### src/rtl/param_rr_arb_mux_pkg.sv
// Shared types and helpers for the round-robin arbiter/mux slice.
package param_rr_arb_mux_pkg;

    typedef enum logic {
        StEmpty,
        StFull
    } arb_state_e;

    // Number of requesters addressed by a select field of the given width.
    function automatic int unsigned num_req(input int unsigned num_slct_lns);
        return 32'd1 << num_slct_lns;
    endfunction

endpackage

### src/rtl/param_mux.sv
// Parameterised N:1 packet multiplexer, N = 2**NUM_SLCT_LNS.
module param_mux
    import param_rr_arb_mux_pkg::*;
#(
    parameter int unsigned NUM_SLCT_LNS = 2,
    parameter int unsigned PCK_SZ       = 4,
    localparam int unsigned N           = num_req(NUM_SLCT_LNS)
) (
    input  logic [NUM_SLCT_LNS-1:0] sel_i,
    input  logic [PCK_SZ-1:0]       data_i [N-1:0],
    output logic [PCK_SZ-1:0]       data_o
);

    assign data_o = data_i[sel_i];

endmodule

### src/rtl/param_rr_arb_mux.sv
// Round-robin arbiter feeding a single-entry output register with valid/ready handshake.
module param_rr_arb_mux
    import param_rr_arb_mux_pkg::*;
#(
    parameter int unsigned NUM_SLCT_LNS = 2,
    parameter int unsigned PCK_SZ       = 4,
    localparam int unsigned N           = num_req(NUM_SLCT_LNS)
) (
    input  logic                    i_clk,
    input  logic                    i_rst_n,
    input  logic [N-1:0]            i_req_valid,
    input  logic [PCK_SZ-1:0]       i_req_data [N-1:0],
    output logic [N-1:0]            o_req_ready,
    output logic                    o_valid,
    output logic [PCK_SZ-1:0]       o_data,
    output logic [NUM_SLCT_LNS-1:0] o_grant_idx,
    input  logic                    i_ready
);

    arb_state_e              state_q;
    logic [NUM_SLCT_LNS-1:0] rr_ptr_q;
    logic [PCK_SZ-1:0]       data_q;
    logic [NUM_SLCT_LNS-1:0] grant_q;

    logic [NUM_SLCT_LNS-1:0] winner;
    logic                    any_valid;
    logic                    transfer;
    logic [PCK_SZ-1:0]       sel_data;

    // Scan rr_ptr, rr_ptr+1, ... with natural wrap of the select-width sum.
    always_comb begin
        logic [NUM_SLCT_LNS-1:0] idx;
        winner    = rr_ptr_q;
        any_valid = 1'b0;
        idx       = '0;
        for (int unsigned i = 0; i < N; i++) begin
            idx = rr_ptr_q + NUM_SLCT_LNS'(i);
            if (!any_valid && i_req_valid[idx]) begin
                winner    = idx;
                any_valid = 1'b1;
            end
        end
    end

    assign transfer = any_valid && ((state_q == StEmpty) || i_ready);

    // Ready is forced low while reset is asserted so nothing is offered asynchronously.
    always_comb begin
        o_req_ready = '0;
        if (i_rst_n && transfer) begin
            o_req_ready[winner] = 1'b1;
        end
    end

    param_mux #(
        .NUM_SLCT_LNS (NUM_SLCT_LNS),
        .PCK_SZ       (PCK_SZ)
    ) u_mux (
        .sel_i  (winner),
        .data_i (i_req_data),
        .data_o (sel_data)
    );

    always_ff @(posedge i_clk or negedge i_rst_n) begin
        if (!i_rst_n) begin
            state_q  <= StEmpty;
            rr_ptr_q <= '0;
            data_q   <= '0;
            grant_q  <= '0;
        end else begin
            unique case (state_q)
                StEmpty: begin
                    if (transfer) begin
                        state_q  <= StFull;
                        data_q   <= sel_data;
                        grant_q  <= winner;
                        rr_ptr_q <= winner + NUM_SLCT_LNS'(1);
                    end
                end
                StFull: begin
                    // Without i_ready the held packet and pointer stay frozen.
                    if (i_ready) begin
                        if (transfer) begin
                            data_q   <= sel_data;
                            grant_q  <= winner;
                            rr_ptr_q <= winner + NUM_SLCT_LNS'(1);
                        end else begin
                            state_q <= StEmpty;
                        end
                    end
                end
                default: state_q <= StEmpty;
            endcase
        end
    end

    assign o_valid     = (state_q == StFull);
    assign o_data      = data_q;
    assign o_grant_idx = grant_q;

endmodule

### config.mk
export PLATFORM = sky130hd
export DESIGN_NAME = param_rr_arb_mux
export DESIGN_NICKNAME = d
export VERILOG_FILES = /design/src/rtl/param_rr_arb_mux_pkg.sv /design/src/rtl/param_mux.sv /design/src/rtl/param_rr_arb_mux.sv
export SDC_FILE = /design/constraint.sdc
export NUM_CORES = 1
export LEC_CHECK = 0
export CORE_MARGIN = 2
export CORE_UTILIZATION = 41
export CTS_CLUSTER_SIZE = 20
export DETAILED_ROUTE_END_ITERATION = 10
export PLACE_DENSITY = 0.93
export SLEW_MARGIN = 0
export SYNTH_ARGS = -nofsm -noshare
export SYNTH_HDL_FRONTEND = slang
export SYNTH_SLANG_ARGS = --single-unit
### constraint.sdc
create_clock -name i_clk -period 3.3 [get_ports i_clk]
set_input_delay 0.66 -clock i_clk [delete_from_list [all_inputs] [get_ports i_clk]]
set_output_delay 0.66 -clock i_clk [all_outputs]
set_load 0.005 [all_outputs]
==> flow_metrics.tcl <==
set metrics [dict create \
    drive_above_1_share_pct 21.0 \
    path_max_fanout 6 \
    numCtsBuffers 3 \
    p_int_uw 383 \
    fin_crit_ps 3240 \
    synthAdderAreaFrac_pct 0 \
    grt_use_total_pct 19.4 \
    power.switching_uw 231 \
    r2r-start "rr_ptr_q[1]$_DFFE_PN0P_" \
    drt_pass1_iterations 4 \
    cpMostUsedCell "clkdlybuf4s50_1" \
    vias 763 \
    hold_path_class "reg -> reg" \
    tightest_slew_ps 479 \
    max-vdd-ir-drop_mv 0.330 \
    die-area_sq_mm 0.00195 \
    synth_mux_area_share_pct 6.04 \
    coreArea_sq_mm 0.00151 \
    r2r-end "o_data[1]$_DFFE_PN0P_" \
    r2r_slack_ps 1290 \
    synth_xor_xnor_area_share_pct 1.32 \
    crit_path_end_kind "output port" \
    drv_cap 0 \
    die_width_microns 44.2 \
    routed_wl_microns 2010 \
    grt_max_degree 12 \
    synthCells 76 \
    final_util_pct 74.1 \
    viasPerCell 5.65 \
    ff2ff_path_depth 7 \
    tritoncts "built" \
    antenna_cells 0 \
    setup_tns_ps 0 \
    synth_simple_gate_area_share_pct 26.2 \
    hold_violations 0 \
    grt_pass1_vias 673 \
    fin_skew_ps 1.99 \
    routabilityCongestion 0.786 \
    root_buffer "clkbuf_4" \
    syn2layout_area_growth_pct 68.3 \
    fill_cells 111 \
    insertion_delay_ps 260 \
    hold_buffers 0 \
    switching_share_pct 37.6 \
    required_ps 2640 \
    clockBufferDepth 2 \
    status "completed" \
    io_pins 34 \
    synth_seq_cells 9 \
    arrival_ps 2580 \
    nets 143 \
    cpMaxStageDelayCell "clkdlybuf4s50_1" \
    cts.htree.levels 1 \
    max_clock_freq_mhz 309 \
    wl_per_cell_microns 14.9 \
    antenna_found_initial 0 \
    final_cell_mix "31 x clkdlybuf4s50_1, 12 x nand2_1, 11 x nor2_1" \
    yosysSeqAreaShare_pct 34.0 \
    setup_viol 0 \
    path_cells "clkdlybuf4s50_1 -> nor2b_1 -> o21a_1 -> a221o_1 -> nand3_1 -> nor2_1 -> clkdlybuf4s50_1" \
    netlist_area_sq_um 663 \
    syn_area_per_cell_sq_um 8.73 \
    fin_crit_sh_pct 98.2 \
    criticalPathCategory "in -> out" \
    critical_path.startpoint "i_req_valid[0]" \
    drc 0 \
    clock_power_share_pct 14.0 \
    rsz0062_at_grt "yes" \
    overflow 0 \
    fp-row-count 14 \
    grt_pass1_wl_microns 2800 \
    max-slew-margin-rel_pct 67.8 \
    hold_path_end "o_grant_idx[1]$_DFFE_PN0P_" \
    postRouteAntennaNets 0 \
    syn_nets 99 \
    die_h_microns 44.2 \
    p_comb_share_pct 55.1 \
    power_density_mw_per_mm2 550 \
    first_iter_violations 22 \
    hp-start "o_grant_idx[1]$_DFFE_PN0P_" \
    setup.worst_path.start_class "input port" \
    dp_hpwl_microns 1430 \
    critPathMaxStageDelay_ps 550 \
    synth_top_family_by_area "compound AO/OA/AOI/OAI gates" \
    whs_path_depth 2 \
    clkTransAtPathRegs_ps 60 \
    final_common_cell "clkdlybuf4s50_1" \
    synth_compound_area_share_pct 27.4 \
    cts_sinks 9 \
    start_util_pct 44.0 \
    seqPwrFrac_pct 30.9 \
    p_leak_nw 0.477 \
    yosys_warnings 0 \
    ys_types 24 \
    slew_viol_final 0 \
    port_buffers 33 \
]
==> power by group through the flow <==
stage / Sequential [mW] / Combinational [mW] / Clock, mW
after floorplan: 0.181 / 0.178 / 0
after global placement: 0.182 / 0.298 / 0
after detailed placement: 0.186 / 0.307 / 0
after CTS: 0.184 / 0.309 / 0.0865
after global routing: 0.195 / 0.369 / 0.0907
final: 0.190 / 0.339 / 0.0859
==> synthesized netlist by cell type, drive strengths merged <==
library cell,n,area (sq um)
a211oi,12,110
nand2,12,45.0
nor2,11,41.3
dfrtp,9,225
mux2i,4,40.0
nor2b,4,25.0
inv,3,11.3
nor3,3,15.0
o21ai,3,18.8
buf,2,22.5
nor4,2,18.8
o21a,2,15.0
a21o,1,7.51
a21oi,1,5.00
a221o,1,10.0
and3b,1,8.76
nand3,1,5.00
o2bb2ai,1,15.0
or2,1,6.26
or3b,1,8.76
xnor2,1,8.76
==> layer usage <==
layer,share of wire [%],GRT usage [%]
met2,51,35.6
met3,5.5,1.63
met1,40,21.5
met4,2.6,11.5
met5,0,0
==> worst max-delay path, delay by kind of cell <==
family          cells  cell delay [ps]
compound gates      2              380
buf+inv             2             1070
simple gates        3              470
==> how the worst max path moves through the flow <==
stage / endpoint
2_1_floorplan: o_req_ready[1]
3_3_place_gp: o_req_ready[3]
3_5_place_dp: o_req_ready[3]
4_1_cts: o_req_ready[3]
5_1_grt: o_req_ready[2]
6_report: o_req_ready[2]
==> what timing repair did <==
action,CTS,global route
setup endpoints to repair,0,4
buffers inserted,0,3
resized for setup,0,9
==> metrics by stage <==
stage          total power, mW  instances  instance area (sq um)  setup slack, ps  hold slack [ps]
2_1_floorplan            0.360         76                    663              899              364
3_3_place_gp             0.481        128                   1030             84.3              462
3_5_place_dp             0.493        128                   1030             24.9              469
4_1_cts                  0.580        132                   1050             18.6              484
5_1_grt                  0.655        135                   1120            -74.8              515
6_report                 0.614        135                   1120             58.7              486
==> cell type report <==
| cell class | instances | area [sq um] | share of cell area, % |
|---|---|---|---|
| Tap cell | 16 | 20.0 | 1.79 |
| Timing Repair Buffer | 41 | 395 | 35.4 |
| Sequential cell | 9 | 225 | 20.2 |
| Clock buffer | 4 | 26.3 | 2.35 |
| Inverter | 3 | 11.3 | 1.01 |
| Multi-Input combinational cell | 62 | 438 | 39.2 |
==> flip-flops by register name (all words and copies together) (netlist names) <==
name,count
o_grant_idx,2
o_data,4
o_valid,1
rr_ptr_q,2
==> kinds of logic after synthesis <==
family          after synthesis
simple gates                 36
xor+xnor                      1
flops                         9
compound gates               21
buf+inv                       5
mux                           4
No activity file was read; power rests on OpenSTA's default activity.
